===== src/rtl/exec_unit_if.sv =====
// exec_unit_if: request, operand, context, result and memory signals exchanged
// between an instruction dispatcher (master) and the execution unit (slave).
interface exec_unit_if;
   // i encodes the internal op: 0 add, 1 sub, 2 and, 3 or, 4 xor,
   // 5 ld, 6 st, 7 incgamma, 8 unsav.
   typedef struct packed {
      logic [3:0] i;
      logic [7:0] op;
      logic [7:0] xx;
   } control_t;

   logic        enable;
   control_t    data;
   logic [63:0] y, z, b;
   logic        y_valid, z_valid, b_valid;
   logic [7:0]  G, L;
   logic [61:0] O, S;

   logic        done;
   logic [18:0] interrupt;
   logic        we_G;
   logic [7:0]  new_G;
   logic        gregwe, lregwe;
   logic [7:0]  gregwa, lregwa;
   logic [63:0] gregwd, lregwd;

   logic [63:0] mem_address;
   logic [1:0]  mem_datasize;
   logic        mem_read, mem_write;
   logic [63:0] mem_writedata;
   logic [63:0] mem_readdata;
   logic        mem_done;

   modport master (
      output enable, data, y, z, b, y_valid, z_valid, b_valid, G, L, O, S,
             mem_readdata, mem_done,
      input  done, interrupt, we_G, new_G, gregwe, lregwe, gregwa, lregwa,
             gregwd, lregwd, mem_address, mem_datasize, mem_read, mem_write,
             mem_writedata
   );

   modport slave (
      input  enable, data, y, z, b, y_valid, z_valid, b_valid, G, L, O, S,
             mem_readdata, mem_done,
      output done, interrupt, we_G, new_G, gregwe, lregwe, gregwa, lregwa,
             gregwd, lregwd, mem_address, mem_datasize, mem_read, mem_write,
             mem_writedata
   );
endinterface


===== src/rtl/exec_unit.sv =====
// exec_unit: single-op execution unit (ALU ops, loads/stores, incgamma, unsav).
// Accepts one op in IDLE, waits in OPER for live operands (and memory), then
// reports results for exactly one cycle in DONE.
module exec_unit (
   input  logic        clk,
   input  logic        reset_n,
   exec_unit_if.slave  bus
);
   localparam logic [3:0] I_ADD   = 4'd0;
   localparam logic [3:0] I_SUB   = 4'd1;
   localparam logic [3:0] I_AND   = 4'd2;
   localparam logic [3:0] I_OR    = 4'd3;
   localparam logic [3:0] I_XOR   = 4'd4;
   localparam logic [3:0] I_LD    = 4'd5;
   localparam logic [3:0] I_ST    = 4'd6;
   localparam logic [3:0] I_INCG  = 4'd7;
   localparam logic [3:0] I_UNSAV = 4'd8;

   typedef enum logic [1:0] {IDLE = 2'd0, OPER = 2'd1, DONE = 2'd2} state_t;

   state_t      state_q;
   logic [3:0]  iop_q;
   logic [7:0]  op_q, xx_q;
   logic        done_q, we_G_q, gregwe_q, lregwe_q;
   logic [18:0] irq_q;
   logic [7:0]  new_G_q, wa_q;
   logic [63:0] wd_q;

   logic               is_mem_d, is_wr_d, ops_ok_d, req_d, fire_d, ovf_d, gsel_d;
   logic [1:0]         size_d;
   logic [63:0]        sum_d, wd_d;
   logic signed [63:0] ys_d, zs_d, alu_d;
   logic [7:0]         lwa_d, newg_d;

   // Clear the low log2(size) address bits.
   function automatic logic [63:0] align_addr(input logic [63:0] a, input logic [1:0] sz);
      return a & ~((64'd1 << sz) - 64'd1);
   endfunction

   // Right-justified load data, sign- or zero-extended to 64 bits.
   function automatic logic [63:0] extend_load(input logic [63:0] rd, input logic [1:0] sz,
                                               input logic zext);
      logic [63:0] v;
      case (sz)
         2'd0:    v = {{56{rd[7]  & ~zext}}, rd[7:0]};
         2'd1:    v = {{48{rd[15] & ~zext}}, rd[15:0]};
         2'd2:    v = {{32{rd[31] & ~zext}}, rd[31:0]};
         default: v = rd;
      endcase
      return v;
   endfunction

   // Signed overflow: operand signs agree (add) or differ (sub) and the result sign flipped.
   function automatic logic add_sub_ovf(input logic signed [63:0] a, input logic signed [63:0] c,
                                        input logic signed [63:0] r, input logic sub);
      return ((a[63] ^ c[63]) == sub) && (r[63] != a[63]);
   endfunction

   // Operand readiness, memory request and next-result computation from live operands.
   always_comb begin
      is_mem_d = (iop_q == I_LD) || (iop_q == I_ST) || (iop_q == I_INCG) || (iop_q == I_UNSAV);
      is_wr_d  = (iop_q == I_ST) || (iop_q == I_INCG);
      size_d   = ((iop_q == I_LD) || (iop_q == I_ST)) ? op_q[3:2] : 2'd3;
      ops_ok_d = bus.y_valid && bus.z_valid && (bus.b_valid || !is_wr_d);
      req_d    = (state_q == OPER) && is_mem_d && ops_ok_d;
      fire_d   = (state_q == OPER) && ops_ok_d && (!is_mem_d || bus.mem_done);
      sum_d    = bus.y + bus.z;
      ys_d     = bus.y;
      zs_d     = bus.z;
      case (iop_q)
         I_ADD:   alu_d = ys_d + zs_d;
         I_SUB:   alu_d = ys_d - zs_d;
         I_AND:   alu_d = ys_d & zs_d;
         I_OR:    alu_d = ys_d | zs_d;
         I_XOR:   alu_d = ys_d ^ zs_d;
         default: alu_d = '0;
      endcase
      ovf_d  = ((iop_q == I_ADD) || (iop_q == I_SUB)) &&
               add_sub_ovf(ys_d, zs_d, alu_d, iop_q == I_SUB);
      wd_d   = (iop_q == I_LD) ? extend_load(bus.mem_readdata, op_q[3:2], op_q[1]) : alu_d;
      gsel_d = (xx_q >= bus.G);
      lwa_d  = bus.O[7:0] + xx_q;
      newg_d = bus.mem_readdata[63:56];
   end

   // Control FSM with registered result/strobe outputs; strobes live only in DONE.
   always_ff @(posedge clk or posedge reset_n) begin
      if (reset_n) begin
         state_q  <= IDLE;
         iop_q    <= '0;
         op_q     <= '0;
         xx_q     <= '0;
         done_q   <= 1'b0;
         we_G_q   <= 1'b0;
         gregwe_q <= 1'b0;
         lregwe_q <= 1'b0;
         irq_q    <= '0;
         new_G_q  <= '0;
         wa_q     <= '0;
         wd_q     <= '0;
      end else begin
         done_q   <= 1'b0;
         we_G_q   <= 1'b0;
         gregwe_q <= 1'b0;
         lregwe_q <= 1'b0;
         irq_q    <= '0;
         case (state_q)
            IDLE: begin
               if (bus.enable) begin
                  iop_q   <= bus.data.i;
                  op_q    <= bus.data.op;
                  xx_q    <= bus.data.xx;
                  state_q <= OPER;
               end
            end
            OPER: begin
               if (fire_d) begin
                  state_q <= DONE;
                  done_q  <= 1'b1;
                  if (iop_q == I_UNSAV) begin
                     new_G_q <= newg_d;
                     if (newg_d < 8'd32) irq_q[1] <= 1'b1;
                     else                we_G_q   <= 1'b1;
                  end else if (!is_wr_d) begin
                     irq_q[0] <= ovf_d;
                     wd_q     <= wd_d;
                     if (gsel_d) begin
                        gregwe_q <= 1'b1;
                        wa_q     <= xx_q;
                     end else begin
                        lregwe_q <= 1'b1;
                        wa_q     <= lwa_d;
                     end
                  end
               end
            end
            DONE:    state_q <= IDLE;
            default: state_q <= IDLE;
         endcase
      end
   end

   assign bus.done          = done_q;
   assign bus.interrupt     = irq_q;
   assign bus.we_G          = we_G_q;
   assign bus.new_G         = new_G_q;
   assign bus.gregwe        = gregwe_q;
   assign bus.lregwe        = lregwe_q;
   assign bus.gregwa        = wa_q;
   assign bus.lregwa        = wa_q;
   assign bus.gregwd        = wd_q;
   assign bus.lregwd        = wd_q;
   assign bus.mem_read      = req_d && !is_wr_d;
   assign bus.mem_write     = req_d && is_wr_d;
   assign bus.mem_address   = req_d ? align_addr(sum_d, size_d) : '0;
   assign bus.mem_datasize  = req_d ? size_d : 2'd0;
   assign bus.mem_writedata = (req_d && is_wr_d) ? bus.b : '0;

   // L, S, the upper O bits and unused opcode bits do not influence any result.
   logic unused_ctx;
   assign unused_ctx = ^{bus.L, bus.S, bus.O[61:8], op_q[7:4], op_q[0]};
endmodule


===== src/flat_wrapper.sv =====
// flat-port wrapper written by rule: the top's interface ports become plain ports
module exec_unit_flat 
  (clk, reset_n, bus_enable, bus_data, bus_y, bus_z, bus_b, bus_y_valid, bus_z_valid, bus_b_valid, bus_G, bus_L, bus_O, bus_S, bus_mem_readdata, bus_mem_done, bus_done, bus_interrupt, bus_we_G, bus_new_G, bus_gregwe, bus_lregwe, bus_gregwa, bus_lregwa, bus_gregwd, bus_lregwd, bus_mem_address, bus_mem_datasize, bus_mem_read, bus_mem_write, bus_mem_writedata);
  exec_unit_if bus_i ();
  input  logic clk;
  input  logic reset_n;
  input wire logic [$bits(bus_i.enable)-1:0] bus_enable;
  input wire logic [$bits(bus_i.data)-1:0] bus_data;
  input wire logic [$bits(bus_i.y)-1:0] bus_y;
  input wire logic [$bits(bus_i.z)-1:0] bus_z;
  input wire logic [$bits(bus_i.b)-1:0] bus_b;
  input wire logic [$bits(bus_i.y_valid)-1:0] bus_y_valid;
  input wire logic [$bits(bus_i.z_valid)-1:0] bus_z_valid;
  input wire logic [$bits(bus_i.b_valid)-1:0] bus_b_valid;
  input wire logic [$bits(bus_i.G)-1:0] bus_G;
  input wire logic [$bits(bus_i.L)-1:0] bus_L;
  input wire logic [$bits(bus_i.O)-1:0] bus_O;
  input wire logic [$bits(bus_i.S)-1:0] bus_S;
  input wire logic [$bits(bus_i.mem_readdata)-1:0] bus_mem_readdata;
  input wire logic [$bits(bus_i.mem_done)-1:0] bus_mem_done;
  output wire logic [$bits(bus_i.done)-1:0] bus_done;
  output wire logic [$bits(bus_i.interrupt)-1:0] bus_interrupt;
  output wire logic [$bits(bus_i.we_G)-1:0] bus_we_G;
  output wire logic [$bits(bus_i.new_G)-1:0] bus_new_G;
  output wire logic [$bits(bus_i.gregwe)-1:0] bus_gregwe;
  output wire logic [$bits(bus_i.lregwe)-1:0] bus_lregwe;
  output wire logic [$bits(bus_i.gregwa)-1:0] bus_gregwa;
  output wire logic [$bits(bus_i.lregwa)-1:0] bus_lregwa;
  output wire logic [$bits(bus_i.gregwd)-1:0] bus_gregwd;
  output wire logic [$bits(bus_i.lregwd)-1:0] bus_lregwd;
  output wire logic [$bits(bus_i.mem_address)-1:0] bus_mem_address;
  output wire logic [$bits(bus_i.mem_datasize)-1:0] bus_mem_datasize;
  output wire logic [$bits(bus_i.mem_read)-1:0] bus_mem_read;
  output wire logic [$bits(bus_i.mem_write)-1:0] bus_mem_write;
  output wire logic [$bits(bus_i.mem_writedata)-1:0] bus_mem_writedata;
  assign bus_i.enable = bus_enable;
  assign bus_i.data = bus_data;
  assign bus_i.y = bus_y;
  assign bus_i.z = bus_z;
  assign bus_i.b = bus_b;
  assign bus_i.y_valid = bus_y_valid;
  assign bus_i.z_valid = bus_z_valid;
  assign bus_i.b_valid = bus_b_valid;
  assign bus_i.G = bus_G;
  assign bus_i.L = bus_L;
  assign bus_i.O = bus_O;
  assign bus_i.S = bus_S;
  assign bus_i.mem_readdata = bus_mem_readdata;
  assign bus_i.mem_done = bus_mem_done;
  assign bus_done = bus_i.done;
  assign bus_interrupt = bus_i.interrupt;
  assign bus_we_G = bus_i.we_G;
  assign bus_new_G = bus_i.new_G;
  assign bus_gregwe = bus_i.gregwe;
  assign bus_lregwe = bus_i.lregwe;
  assign bus_gregwa = bus_i.gregwa;
  assign bus_lregwa = bus_i.lregwa;
  assign bus_gregwd = bus_i.gregwd;
  assign bus_lregwd = bus_i.lregwd;
  assign bus_mem_address = bus_i.mem_address;
  assign bus_mem_datasize = bus_i.mem_datasize;
  assign bus_mem_read = bus_i.mem_read;
  assign bus_mem_write = bus_i.mem_write;
  assign bus_mem_writedata = bus_i.mem_writedata;
  exec_unit u_core (.clk(clk), .reset_n(reset_n), .bus(bus_i));
endmodule

===== config.mk =====
export PLATFORM = sky130hd
export DESIGN_NAME = exec_unit_flat
export DESIGN_NICKNAME = d
export VERILOG_FILES = /design/src/rtl/exec_unit_if.sv /design/src/rtl/exec_unit.sv /design/src/flat_wrapper.sv
export SDC_FILE = /design/constraint.sdc
export NUM_CORES = 1
export LEC_CHECK = 0
export ABC_AREA = 1
export BUFFER_PORTS_ARGS = -buffer_cell sky130_fd_sc_hd__buf_2
export CAP_MARGIN = 5
export CELL_PAD_IN_SITES_DETAIL_PLACEMENT = 1
export CELL_PAD_IN_SITES_GLOBAL_PLACEMENT = 1
export CORE_MARGIN = 10
export CORE_UTILIZATION = 28
export CTS_CLUSTER_DIAMETER = 200
export CTS_CLUSTER_SIZE = 10
export DETAILED_ROUTE_END_ITERATION = 8
export PLACE_DENSITY_LB_ADDON = 0.1
export SLEW_MARGIN = 20
export SYNTH_ARGS = -nofsm -noshare
export SYNTH_HDL_FRONTEND = slang
export SYNTH_SLANG_ARGS = --single-unit

===== constraint.sdc =====
create_clock -name clk -period 5.7 [get_ports clk]
set_input_delay 1.71 -clock clk [delete_from_list [all_inputs] [get_ports clk]]
set_output_delay 1.71 -clock clk [all_outputs]
set_load 0.03 [all_outputs]

After elaboration in Yosys (flattened, before gate mapping)
Cells that the tools add are included.

$add $sub $neg: 5. $lt $le $gt $ge: 2. Equal/unequal tests: 15. Shift-type cells: 1. Muxes and demuxes: 33. Bitwise gates (word level): 12. Reductions and logical operators: 26.

Operators with widths (count): $pmux W64 S5 (1); $mux W64 (3); $pmux W64 S3 (1); $add A64 B64 Y64 (2); $and A64 B64 Y64 (2); $not A64 Y64 (1); $or A64 B64 Y64 (1); $shl A1 B2 Y64 const A (1); $sub A64 B1 Y64 const B (1); $sub A64 B64 Y64 (1); $xor A64 B64 Y64 (1); $mux W1 (20); $eq A4 B3 Y1 const B (4); $mux W2 (6); $logic_and A1 B1 Y1 (10); $add A8 B8 Y8 (1); $eq A4 B2 Y1 const B (2); $ge A8 B8 Y1 (1); $lt A8 B6 Y1 const B (1); $mux W8 (1); $logic_or A1 B1 Y1 (7); $eq A2 B1 Y1 const B (2); $eq A4 B1 Y1 const B (1); $eq A4 B4 Y1 const B (1); other kinds (15) (22).

Register bits: 104. Input port bits: 423. Output and inout bits: 307.

Logic depth before layout (Yosys ltp)
Depth after elaboration: 9. Gate-level depth with buffers: 31. Mapped depth without buffers: 31.

Worst setup path after synthesis
OpenSTA, ideal clock, no wires.

Path kind: input to output. Start point: in bus_z[0]. End point: out bus_mem_address[36]. Arrival: 3.750 ns. Setup slack: 0.240 ns. Stages on the path: 14. Path buffers: 0. Cells stage by stage: ha_1 -> fa_1 -> nand2_1 -> inv_1 -> nand2_1 -> nand2_1 -> nand2_1 -> nand3_1 -> a21oi_1 -> inv_1 -> nand2_1 -> nand2_1 -> a21o_1 -> a21oi_1.

Word-level cells in the longest chain between the ends: 3.

Ends and longest elaborated chain: start: declaration (RTL line flat_wrapper.sv:10) `input wire logic [$bits(bus_i.z)-1:0] bus_z;`; $add A64 B64 Y64 (RTL line exec_unit.sv:67) `sum_d = bus.y + bus.z;`; $and A64 B64 Y64 (RTL line exec_unit.sv:37) `return a & ~((64'd1 << sz) - 64'd1);`; $mux W64 (RTL line exec_unit.sv:155) `assign bus.mem_address = req_d ? align_addr(sum_d, size_d) : '0;`; end: declaration (RTL line flat_wrapper.sv:31) `output wire logic [$bits(bus_i.mem_address)-1:0] bus_mem_address;`.

No other way between the ends.

Worst setup path in the final report
Start point: in bus_z[24]. End point: out bus_mem_address[42].

Same word-level chain as after synthesis.

==> out/results.env <==
OUTCOME='finished with violations'
VIOLATIONS='setup timing'
CRITPATHSLOWESTCELL='sky130_fd_sc_hd__a31oi_1'
SYN_TO_FINAL_GROWTH_PCT=55.31
GROUTE.USAGE.OVERALL=0.3273
WORST-ENDPOINT-ARRIVAL_NS=4.02
ROUTE.ANTENNA.REMAINING_NETS=0
CRITPATHCAPTURETYPE='primary output'
WORSTHOLDPATHTYPE='reg2reg'
WORSTSETUPSTARTPOINTTYPE='input pin'
CTSHOLDBUFFERS=0
YS.WARNINGS.COUNT=0
CRITICALPATHCATEGORY='in2out'
SYNTH_INSTANCES=3677
DRIVE_GT1_FRAC=0.3581
FINAL-MAX-SLEW-VIOLATION-COUNT=0
SYN_AVG_CELL_AREA_UM2=5.624
CLK-INSERTION-DELAY-LATE_NS=0.42
FINAL_NETS=5509
CRITICAL_PATH.N_BUFFERS_INVERTERS=6
DETAIL_ROUTE.WL_PER_CELL_UM=25.03
HTREE_LEVELS=3
DESIGN.DIE.AREA_UM2=85120
DIE_WIDTH_UM=291.8
CLOCK_TREE.ROOT_CELL='sky130_fd_sc_hd__clkbuf_16'
DRT_PRE_ANTENNA_ITERS=5
GRT_ANTENNA_BEFORE_REPAIR=29
FMAXACHIEVABLE_MHz=174.5
VDD_DROP_MAX_V=0.0001885
TRITONCTS_CLOCK_TREE='built'
SLEW_HEADROOM=0.2358
CRIT_FANOUT=4
CRITICAL-PATH-MAX-STAGE-DELAY_NS=0.31
FIN_SETUP_TNS_NS=-0.09494
N_FILL_CELL=9971
WIRE_LENGTH_OF_THE_FIRST_GLOBAL_ROUTING_PASS_UM=206200
TIMING.CLOCK.SKEW_NS=0.02063
WORST_SLACK_NS=-0.03013
SYNTH_FF_TYPE='sky130_fd_sc_hd__dfrtp_1'
BOUNDARYPINS=730
NUM_VIAS=29540
CLK_TRANSITION_REPORTED_PATHS_NS=0.10
ITERATION_0_DRC_MARKERS=2049
CTS_NUM_SINKS=103
POST-ROUTE-DRC-COUNT=0
VIAS_PER_CELL=5.049
VIA_COUNT_OF_THE_FIRST_GLOBAL_ROUTING_PASS=29570
FINALCRITICALPERIOD_NS=5.730
SYNTH.YOSYS.SEQ_AREA_SHARE=0.1246
UTILIZATION=0.4394
CORE_AREA_UM2=73080
FINAL.HOLD.WORST_SLACK_NS=0.4911
CRIT_PATH_FREQUENT_CELL='sky130_fd_sc_hd__buf_4'
TIMING.FINAL.CRIT_SHARE=1.005
PATH_DELAY_FAMILY='buffers and inverters'
IO_BUFFER_COUNT=583
COUNT_OF_FLIP_FLOPS_WITH_A_BUILT_IN_ENABLE_AFTER_SYNTHESIS=0
CTS_BUFFERS=9
SETUP_VIOL_COUNT_FINAL=5
PLACE.GP.CONGESTION=0.9976
INITIAL_CORE_UTIL=0.2829
WORST_SLEW_PIN_SLEW_NS=1.139
CLOCK_TREE.BUFFER_DEPTH=2
P_LEAK_nW=17.24
FINAL_HOLD_VIOLATIONS=0
FIN_TOTAL_PWR_mW=8.840
NETLIST_AREA_UM2=20680
DPL.HPWL_UM=126700
GRT-OVFL-TOTAL=0
POWER.DENSITY_nW_PER_UM2=275.2
YS_TYPES=62
MAXCAPVIOLATIONS=0
POSTSYNTHREGISTERBITS=103
ROW_COUNT=99
DIE_Y_UM=291.8
TIMING.CRITICAL_PATH.CELLS='clkbuf_4, buf_4, ha_1, buf_4, nand2_1, nand2_1, a31oi_1, o21a_1, o21ai_2, nand2_1, nand3_4, buf_4, a21oi_2, buf_4, buf_4'
DETAIL_ROUTE.WIRELENGTH_UM=146500
GRT_SETUP_UNREPAIRED='true'
ASYNC_SET_OR_RESET_REGISTER_RATIO_AFTER_SYNTHESIS=1.000
GRT_MAX_DEGREE=65
REQUIRED_TIME_AT_THE_ENDPOINT_OF_THE_CRITICAL_PATH_NS=3.99
==> path summary, 6_finish.rpt <==
check                                    startpoint                      end  slack, ns  cells after the start
min in group asynchronous                   reset_n        u_core.state_q[1]       1.31                      2
worst min register to register  u_core.bus.new_G[2]      u_core.bus.new_G[2]       0.49                      2
worst max-delay path                      bus_z[24]      bus_mem_address[42]      -0.03                     15
worst max register to register      u_core.iop_q[3]  u_core.bus.interrupt[0]       1.21                     24
max in group asynchronous                   reset_n    u_core.bus.gregwd[46]       3.38                      3
worst min-delay path            u_core.bus.new_G[2]      u_core.bus.new_G[2]       0.49                      2
==> worst min-delay path: stages, from the launching register on <==
cell and delay (ns):
sky130_fd_sc_hd__dfrtp_1 0.36, sky130_fd_sc_hd__nand2_1 0.05, sky130_fd_sc_hd__o21ai_0 0.06
==> Yosys cell counts (3+ instances only) <==
master / n / area, µm²
sky130_fd_sc_hd__a211oi_1: 4 / 30.03
sky130_fd_sc_hd__a21boi_0: 11 / 82.58
sky130_fd_sc_hd__a21o_1: 8 / 60.06
sky130_fd_sc_hd__a21oi_1: 328 / 1642
sky130_fd_sc_hd__a221oi_1: 34 / 297.8
sky130_fd_sc_hd__a2bb2oi_1: 3 / 26.28
sky130_fd_sc_hd__a31oi_1: 9 / 56.30
sky130_fd_sc_hd__a41oi_1: 4 / 35.03
sky130_fd_sc_hd__and2_1: 4 / 25.02
sky130_fd_sc_hd__buf_1: 6 / 22.52
sky130_fd_sc_hd__buf_2: 24 / 120.1
sky130_fd_sc_hd__buf_4: 90 / 675.7
sky130_fd_sc_hd__clkbuf_1: 43 / 161.4
sky130_fd_sc_hd__dfrtp_1: 103 / 2577
sky130_fd_sc_hd__fa_1: 3 / 60.06
sky130_fd_sc_hd__ha_1: 207 / 2590
sky130_fd_sc_hd__inv_1: 694 / 2605
sky130_fd_sc_hd__inv_2: 10 / 37.54
sky130_fd_sc_hd__mux2_2: 3 / 33.78
sky130_fd_sc_hd__nand2_1: 768 / 2883
sky130_fd_sc_hd__nand3_1: 194 / 970.9
sky130_fd_sc_hd__nand3b_1: 17 / 127.6
sky130_fd_sc_hd__nand4_1: 35 / 219.0
sky130_fd_sc_hd__nor2_1: 575 / 2158
sky130_fd_sc_hd__nor2_2: 6 / 37.54
sky130_fd_sc_hd__nor3_1: 29 / 145.1
sky130_fd_sc_hd__nor4_1: 15 / 93.84
sky130_fd_sc_hd__o2111ai_1: 11 / 96.34
sky130_fd_sc_hd__o211ai_1: 8 / 60.06
sky130_fd_sc_hd__o21a_1: 13 / 97.59
sky130_fd_sc_hd__o21ai_0: 209 / 1046
sky130_fd_sc_hd__o21ai_1: 11 / 55.05
sky130_fd_sc_hd__o21bai_1: 27 / 202.7
sky130_fd_sc_hd__o221ai_1: 5 / 43.79
sky130_fd_sc_hd__o22ai_1: 25 / 156.4
sky130_fd_sc_hd__or2_0: 24 / 150.1
sky130_fd_sc_hd__or2_2: 11 / 68.82
sky130_fd_sc_hd__xor2_1: 73 / 639.4
==> registers in the layout, summed over array words and instances, names as in the netlist <==
name	flops
u_core.bus.new_G	8
u_core.bus.we_G	1
u_core.bus.gregwe	1
u_core.bus.done	1
u_core.xx_q	8
u_core.bus.interrupt	2
u_core.bus.gregwa	8
u_core.op_q	3
u_core.bus.gregwd	64
u_core.iop_q	4
u_core.state_q	2
u_core.bus.lregwe	1
==> metrics by stage <==
| step | instances | area, µm² | setup slack, ns |
|---|---|---|---|
| 2_1_floorplan | 3693 | 20740 | 0.2401 |
| 3_3_place_gp | 5795 | 29490 | -0.5416 |
| 3_5_place_dp | 5795 | 29490 | -0.5472 |
| 4_1_cts | 5816 | 30640 | -0.04024 |
| 5_1_grt | 5841 | 32090 | -0.1145 |
| 6_report | 5851 | 32120 | -0.03013 |
==> routing by layer <==
| layer | share of wire | track usage | vias to the layer above |
|---|---|---|---|
| li1 | - | - | 14030 |
| met1 | 0.46 | 0.4495 | 14470 |
| met2 | 0.45 | 0.5271 | 922 |
| met3 | 0.080 | 0.07353 | 96 |
| met4 | 0.013 | 0.04464 | 20 |
| met5 | 0.0010 | 0 | - |
==> cell type report <==
cell class                 count  area, µm²  share of cell area
timing repair buffer        1337       8984              0.2797
inverter                     706       2656             0.08271
clock buffer                   9      225.2            0.007013
clock inverter                 7      96.34            0.003000
multi-input combinational   2719      16350              0.5091
tap                          959       1200             0.03736
sequential                   103       2577             0.08026
antenna                       11      27.53           0.0008571
==> cells in the final DEF, fill, tap and decap left out, types with 22 or more instances in the layout <==
| cell | n |
|---|---|
| sky130_fd_sc_hd__buf_4 | 759 |
| sky130_fd_sc_hd__nand2_1 | 709 |
| sky130_fd_sc_hd__o21ai_1 | 40 |
| sky130_fd_sc_hd__xor2_1 | 71 |
| sky130_fd_sc_hd__ha_1 | 142 |
| sky130_fd_sc_hd__a21oi_1 | 268 |
| sky130_fd_sc_hd__nor2_4 | 26 |
| sky130_fd_sc_hd__ha_4 | 46 |
| sky130_fd_sc_hd__buf_2 | 531 |
| sky130_fd_sc_hd__nand4_1 | 35 |
| sky130_fd_sc_hd__o21bai_1 | 22 |
| sky130_fd_sc_hd__nand2_2 | 52 |
| sky130_fd_sc_hd__nor2_1 | 503 |
| sky130_fd_sc_hd__nand3_1 | 173 |
| sky130_fd_sc_hd__or2_0 | 24 |
| sky130_fd_sc_hd__dfrtp_1 | 103 |
| sky130_fd_sc_hd__nor2_2 | 54 |
| sky130_fd_sc_hd__a21oi_2 | 50 |
| sky130_fd_sc_hd__buf_6 | 22 |
| sky130_fd_sc_hd__nor3_1 | 23 |
| sky130_fd_sc_hd__inv_2 | 40 |
| sky130_fd_sc_hd__a221oi_1 | 34 |
| sky130_fd_sc_hd__o22ai_1 | 25 |
| sky130_fd_sc_hd__o21ai_0 | 166 |
| sky130_fd_sc_hd__inv_1 | 659 |
==> cells by family after synthesis <==
logic type                 synth area share
and+or+nand+nor                      0.3379
buffers and inverters                0.1766
AOI/OAI and AO/OA                    0.1986
adders and majority gates            0.1282
DFF                                  0.1246
xor gates and xnor gates            0.03177
muxes                              0.002118
other                             0.0001813
==> power breakdown <==
| part | switching [mW] | total (mW) | internal, mW |
|---|---|---|---|
| Clock | 0.449 | 0.775 | 0.327 |
| Sequential | 0.346 | 1.41 | 1.06 |
| Combinational | 4.47 | 6.65 | 2.19 |
| Total | 5.26 | 8.84 | 3.58 |
==> what timing repair did <==
action	4_1_cts	5_1_grt
setup endpoints to repair	52	85
buffers inserted	6	23
resized for setup	227	342
pin swaps	29	75
(Power assumes the default switching activity.)
